**config.mk**
```make
export PLATFORM = sky130hd
export DESIGN_NAME = lcd_write_arbiter
export DESIGN_NICKNAME = d
export VERILOG_FILES = /design/src/rtl/lcd_write_arbiter.sv
export SDC_FILE = /design/constraint.sdc
export NUM_CORES = 1
export LEC_CHECK = 0
export ABC_AREA = 1
export CORE_UTILIZATION = 59
export DETAILED_ROUTE_END_ITERATION = 6
export PLACE_DENSITY = 0.89
export REMOVE_ABC_BUFFERS = 1
export SLEW_MARGIN = 30
export SYNTH_ARGS = -nofsm -noshare
export SYNTH_HDL_FRONTEND = slang
export SYNTH_SLANG_ARGS = --single-unit
```
**constraint.sdc**
```tcl
create_clock -name CLK -period 5.3 [get_ports CLK]
set_clock_uncertainty 0.2 [all_clocks]
set_input_delay 1.06 -clock CLK [delete_from_list [all_inputs] [get_ports CLK]]
set_output_delay 1.06 -clock CLK [all_outputs]
set_load 0.05 [all_outputs]
```
**src/rtl/lcd_write_arbiter.sv**
```systemverilog
// Shared-access controller for a 2x16 HD44780-style LCD: power-up init, then
// round-robin arbitration of single-character writes from two requesters.
module lcd_write_arbiter #(
    parameter int unsigned PWRUP_CYC  = 32'd70,
    parameter int unsigned E_HIGH_CYC = 32'd2,
    parameter int unsigned CMD_GAP    = 32'd30,
    parameter int unsigned CLR_GAP    = 32'd200
) (
    input  logic       CLK,
    input  logic       RESETN,
    input  logic       REQ0_VALID,
    input  logic       REQ0_ROW,
    input  logic [3:0] REQ0_COL,
    input  logic [7:0] REQ0_CHAR,
    output logic       REQ0_READY,
    input  logic       REQ1_VALID,
    input  logic       REQ1_ROW,
    input  logic [3:0] REQ1_COL,
    input  logic [7:0] REQ1_CHAR,
    output logic       REQ1_READY,
    output logic       INIT_DONE,
    output logic       BUSY,
    output logic       LCD_E,
    output logic       LCD_RS,
    output logic       LCD_RW,
    output logic [7:0] LCD_DATA
);

    typedef enum logic [2:0] {
        ST_PWRUP = 3'd0,
        ST_INIT  = 3'd1,
        ST_IDLE  = 3'd2,
        ST_ADDR  = 3'd3,
        ST_CHAR  = 3'd4
    } state_t;

    localparam logic [15:0] PWRUP_LAST = 16'(PWRUP_CYC - 32'd1);
    localparam logic [15:0] E_HIGH     = 16'(E_HIGH_CYC);
    localparam logic [15:0] CMD_LAST   = 16'(CMD_GAP - 32'd1);
    localparam logic [15:0] CLR_LAST   = 16'(CLR_GAP - 32'd1);

    function automatic logic [7:0] init_cmd(input logic [1:0] idx);
        logic [7:0] cmd;
        case (idx)
            2'd0:    cmd = 8'h3C;
            2'd1:    cmd = 8'h0C;
            2'd2:    cmd = 8'h06;
            default: cmd = 8'h01;
        endcase
        return cmd;
    endfunction

    // Only the clear-display instruction needs the long settle time.
    function automatic logic [15:0] write_last(input logic rs, input logic [7:0] data);
        return (!rs && (data == 8'h01)) ? CLR_LAST : CMD_LAST;
    endfunction

    function automatic logic [7:0] addr_cmd(input logic row, input logic [3:0] col);
        return {1'b1, row, 2'b00, col};
    endfunction

    state_t      state_r;
    logic [15:0] cnt_r;
    logic [15:0] last_r;
    logic [1:0]  init_idx_r;
    logic        prio_r;
    logic [7:0]  char_r;
    logic        init_done_r;
    logic        busy_r;
    logic        lcd_e_r;
    logic        lcd_rs_r;
    logic [7:0]  lcd_data_r;

    logic        accept_s;
    logic        grant_s;
    logic        sel_row_s;
    logic [3:0]  sel_col_s;
    logic [7:0]  sel_char_s;
    logic        wr_end_s;
    logic        e_next_s;

    // Round-robin grant; prio_r names the requester preferred on a tie.
    always_comb begin
        accept_s = 1'b0;
        grant_s  = 1'b0;
        if (state_r == ST_IDLE) begin
            if (REQ0_VALID && REQ1_VALID) begin
                accept_s = 1'b1;
                grant_s  = prio_r;
            end else if (REQ0_VALID) begin
                accept_s = 1'b1;
                grant_s  = 1'b0;
            end else if (REQ1_VALID) begin
                accept_s = 1'b1;
                grant_s  = 1'b1;
            end else begin
                accept_s = 1'b0;
                grant_s  = 1'b0;
            end
        end else begin
            accept_s = 1'b0;
            grant_s  = 1'b0;
        end
    end

    // Field mux for the granted requester and bus-write phase decode.
    always_comb begin
        sel_row_s  = REQ0_ROW;
        sel_col_s  = REQ0_COL;
        sel_char_s = REQ0_CHAR;
        if (grant_s) begin
            sel_row_s  = REQ1_ROW;
            sel_col_s  = REQ1_COL;
            sel_char_s = REQ1_CHAR;
        end else begin
            sel_row_s  = REQ0_ROW;
            sel_col_s  = REQ0_COL;
            sel_char_s = REQ0_CHAR;
        end
        wr_end_s = (cnt_r == last_r);
        e_next_s = (cnt_r < E_HIGH);
    end

    // Main sequencer: every LCD pin and status flag is a register here.
    always_ff @(posedge CLK or posedge RESETN) begin
        if (RESETN) begin
            state_r     <= ST_PWRUP;
            cnt_r       <= 16'd0;
            last_r      <= 16'd0;
            init_idx_r  <= 2'd0;
            prio_r      <= 1'b0;
            char_r      <= 8'h00;
            init_done_r <= 1'b0;
            busy_r      <= 1'b1;
            lcd_e_r     <= 1'b0;
            lcd_rs_r    <= 1'b0;
            lcd_data_r  <= 8'h00;
        end else begin
            case (state_r)
                ST_PWRUP: begin
                    if (cnt_r == PWRUP_LAST) begin
                        state_r    <= ST_INIT;
                        init_idx_r <= 2'd0;
                        cnt_r      <= 16'd0;
                        lcd_e_r    <= 1'b0;
                        lcd_rs_r   <= 1'b0;
                        lcd_data_r <= init_cmd(2'd0);
                        last_r     <= write_last(1'b0, init_cmd(2'd0));
                    end else begin
                        cnt_r <= cnt_r + 16'd1;
                    end
                end
                ST_INIT: begin
                    if (!wr_end_s) begin
                        cnt_r   <= cnt_r + 16'd1;
                        lcd_e_r <= e_next_s;
                    end else if (init_idx_r == 2'd3) begin
                        state_r     <= ST_IDLE;
                        init_done_r <= 1'b1;
                        busy_r      <= 1'b0;
                        lcd_e_r     <= 1'b0;
                    end else begin
                        init_idx_r <= init_idx_r + 2'd1;
                        cnt_r      <= 16'd0;
                        lcd_e_r    <= 1'b0;
                        lcd_rs_r   <= 1'b0;
                        lcd_data_r <= init_cmd(init_idx_r + 2'd1);
                        last_r     <= write_last(1'b0, init_cmd(init_idx_r + 2'd1));
                    end
                end
                ST_IDLE: begin
                    if (accept_s) begin
                        state_r    <= ST_ADDR;
                        busy_r     <= 1'b1;
                        prio_r     <= ~grant_s;
                        char_r     <= sel_char_s;
                        cnt_r      <= 16'd0;
                        lcd_e_r    <= 1'b0;
                        lcd_rs_r   <= 1'b0;
                        lcd_data_r <= addr_cmd(sel_row_s, sel_col_s);
                        last_r     <= CMD_LAST;
                    end else begin
                        lcd_e_r <= 1'b0;
                    end
                end
                ST_ADDR: begin
                    if (!wr_end_s) begin
                        cnt_r   <= cnt_r + 16'd1;
                        lcd_e_r <= e_next_s;
                    end else begin
                        state_r    <= ST_CHAR;
                        cnt_r      <= 16'd0;
                        lcd_e_r    <= 1'b0;
                        lcd_rs_r   <= 1'b1;
                        lcd_data_r <= char_r;
                        last_r     <= write_last(1'b1, char_r);
                    end
                end
                ST_CHAR: begin
                    if (!wr_end_s) begin
                        cnt_r   <= cnt_r + 16'd1;
                        lcd_e_r <= e_next_s;
                    end else begin
                        state_r <= ST_IDLE;
                        busy_r  <= 1'b0;
                        lcd_e_r <= 1'b0;
                    end
                end
                default: begin
                    state_r     <= ST_PWRUP;
                    cnt_r       <= 16'd0;
                    init_done_r <= 1'b0;
                    busy_r      <= 1'b1;
                    lcd_e_r     <= 1'b0;
                end
            endcase
        end
    end

    assign REQ0_READY = accept_s & ~grant_s;
    assign REQ1_READY = accept_s & grant_s;
    assign INIT_DONE  = init_done_r;
    assign BUSY       = busy_r;
    assign LCD_E      = lcd_e_r;
    assign LCD_RS     = lcd_rs_r;
    assign LCD_RW     = 1'b0;
    assign LCD_DATA   = lcd_data_r;

endmodule

```
==> impl_results.md <==
* Outcome: completed
* PD cells at 195 nW/um^2
* Adder and majority cell fraction of the synthesized area at 2.52%
* Reg area at 1130 sq um
* Starting utilization of the core area at 62.2%
* Capturing element type of the critical path: output port
* Post-DP Area at 3420 sq um
* Data required time at the worst endpoint at about 4 ns
* DRC violation count after routing at 0
* Vias in the first global route at ~2600
* Reg clk slew, reported paths at ~0.080 ns
* CTS hold repair buffers at 0
* GR Overflow Total at 0
* Multiplexer fraction of the synthesized cell area at 0%
* First-pass GRT wire length at 12300 microns
* Final Max Tran Viols at 0
* Highest fanout seen on the critical path at 9
* Setup TNS Final at 0 ns
* Count of filler cells inserted in the layout at 359
* Period minus WS final at 4.63 ns
* Number of iterations in the first detailed-routing pass at 5
* R2r startpoint: cnt_r[3]
* R2R setup slack at 2.81 ns
* Area share of and/or/nand/nor cells after synthesis at 38.5%
* Post-route cell area at 3560 sq um
* Static Leak at around 0.0017 uW
* Synth Cell Area at roughly 3000 sq um
* Pin slew with the least headroom to its limit at 0.700 ns
* Share of synthesized area occupied by flip-flops and latches at 37.9%
* Setup Crit Path Kind: input port to output port
* Clock root buffer: sky130_fd_sc_hd__clkbuf_8
* Power, Total at 694 uW
* Antenna violation net count after detailed routing at 0
* Number of nets in the final layout at 501
* Arrival time reported for the critical path endpoint at 3.37 ns
* Deepest clock path buffer count at 2
* Number of enable flip-flop cells after synthesis at 0
* Peak supply drop at 0.162 mV
* Cell class contributing the biggest share of worst-path delay: buffers and inverters
* Overall die area at around 5300 sq um
* Highest-count cells in the layout ignoring fill and taps: sky130_fd_sc_hd__nand2_1, sky130_fd_sc_hd__nand3_1, sky130_fd_sc_hd__dfrtp_1
* Number of antenna violations at the first check in global routing at 0
* Number of failing setup endpoints in the final timing report at 0
* Post-cts sizing count at 0
* WHS Path Cells at 2
* Standard cell with the maximum stage delay on the critical path: sky130_fd_sc_hd__clkdlybuf4s50_1
* Slew Limit Headroom at 53.3%
* TritonCTS clock tree: built
* Hold path start: BUSY
* Pin count of the biggest net entering global routing at 46
* Number of buffers inserted by port buffering at 43
* Total clock buffers created by CTS at 5
* Floorplan row count at 25
* Hold Crit Class: register to register
* Wirelength per Cell at 14.2 microns
* Height of the die at between 70 and 80 microns
* Final Hold Viols at 0
* Endpoint of the lowest-slack register-to-register path: LCD_RS
* Primary FF master, synth: sky130_fd_sc_hd__dfrtp_1
* Synth warnings at 0
* Detailed-route vias per instance at 5.64
* Fraction of synthesized cell area in xor and xnor cells at 1.77%
* Count of pins on the block boundary at 45
* CP Buf/Inv Count at 5
* Async S/R FF share, synth at 100%
* Post-Syn Instances at 428
* Hold endpoint: BUSY
* Die boundary width at 73.0 microns
* Final Core Density at between 70% and 80%
* Most common library cell in the layout ignoring fill and taps: sky130_fd_sc_hd__nand2_1
* Largest stage delay, worst path at around 0.83 ns
* Crit path cell chain: clkdlybuf4s50_1, inv_1, o21ai_0, inv_1, nand2_1, nand2_1, inv_2, clkdlybuf4s50_1
* Area taken by multi-input logic gates at 1590 sq um
* R2R depth at 10
* Buffers inserted during post-CTS setup optimization at 0
* Via count of the routed design at 3007
* Post-DP HPWL at 5420 microns
* Worst setup SP type: input port
* Share of cells above drive strength 1 at 8.37%
* Synth-to-Final Area Change at 19.6%
* Share of the synthesized area in compound gates (AO/OA/AOI/OAI) at 10.6%
* Max-cap violation count at 0
* Final period util at slightly below 90%
* Clock tree sinks at 45
* Average instance area after synthesis at 6.95 sq um
* Distinct cells, synth at 42
* Unrepaired setup endpoints after global routing: false
* Source-to-sink clock delay at the later pin of the worst-skew pair at a little over 0.3 ns
* Max Clk Rate at roughly 220 MHz
* Number of antenna diodes at 0
* Placeable core region at 4790 sq um
* Violation count after the first detailed-route iteration at about 250
* Final routed wirelength across all metal layers at 7560 microns
* Total number of H-tree levels at 2
* GR Util All Layers at 29.8%
* Synthesis-stage register bit count at 45
* Global placement routability congestion at about 0.93
* Combinational family with the most area after synthesis: simple AND/OR/NAND/NOR gates
synth_stat cells, drive strengths merged (2+ instances only):
| cell | number | area share, % |
|---|---|---|
| nand2 | 154 | 20 |
| nand3 | 59 | 11 |
| inv | 46 | 5.8 |
| dfrtp | 44 | 37 |
| nor2 | 33 | 4.8 |
| o21ai | 20 | 3.5 |
| buf | 10 | 2.1 |
| o311ai | 8 | 2.4 |
| a21oi | 7 | 1.3 |
| nand4 | 7 | 1.5 |
| ha | 6 | 2.5 |
| clkbuf | 5 | 0.63 |
| nor3 | 5 | 1.2 |
| o211ai | 5 | 1.3 |
| xor2 | 5 | 1.5 |
| or2 | 2 | 0.42 |
state kept, by name (all words and copies together), names as in the netlist, 2 cells and up:
| register | cells |
|---|---|
| cnt_r | 16 |
| LCD_DATA | 8 |
| char_r | 8 |
| last_r | 3 |
| state_r | 3 |
| init_idx_r | 2 |
metal layers:
metal	GRT usage [%]	vias up	share of wire (%)
met1	44.6	1403	47
met2	44.4	131	44
met4	6.54	0	1.0
met3	5.94	11	7.5
li1	-	1462	-
met5	0	-	0
metrics by stage:
step           setup WS, ns  instances  hold WS [ns]
3_3_place_gp          0.768        525         0.258
3_5_place_dp          0.717        525         0.266
2_1_floorplan          2.05        413         0.244
4_1_cts               0.710        533         0.283
6_report              0.665        533         0.276
5_1_grt               0.554        533         0.306
final cells by class:
class                           instances  share of cell area (%)
Multi-Input combinational cell        322                    44.7
Sequential cell                        45                    31.7
Timing Repair Buffer                   45                    12.5
Inverter                               46                    4.85
Tap cell                               67                    2.36
Clock buffer                            5                    1.93
Clock inverter                          3                    1.93
worst max-delay path by stage:
stage,endpoint,cells after the start,slack (ns),startpoint
3_5_place_dp,REQ0_READY,8,0.72,REQ0_VALID
5_1_grt,REQ0_READY,8,0.55,REQ0_VALID
3_3_place_gp,REQ0_READY,8,0.77,REQ0_VALID
4_1_cts,REQ0_READY,8,0.71,REQ0_VALID
6_report,REQ0_READY,8,0.67,REQ0_VALID
2_1_floorplan,REQ0_READY,6,2.05,REQ0_VALID
logic make-up (layout without fill, tap and decap cells):
family          count (synthesis)  in the layout
other cells                     1              1
fa+ha+maj                       6              6
compound gates                 47             47
buf+inv                        61             99
xor+xnor                        6              6
flops                          45             45
simple gates                  262            262
tightest hold or removal path, delay by kind of cell (launching register included):
kind,cells,cell delay (ns)
simple gates,2,0.10
flops,1,0.38
where the power goes:
group          switching [uW]  leakage (uW)  internal (uW)
clock network             129     0.0000687            190
registers                   0      0.000538            343
logic                    13.0       0.00110           19.7
total                     142       0.00171            553
(Power assumes the default switching activity.)
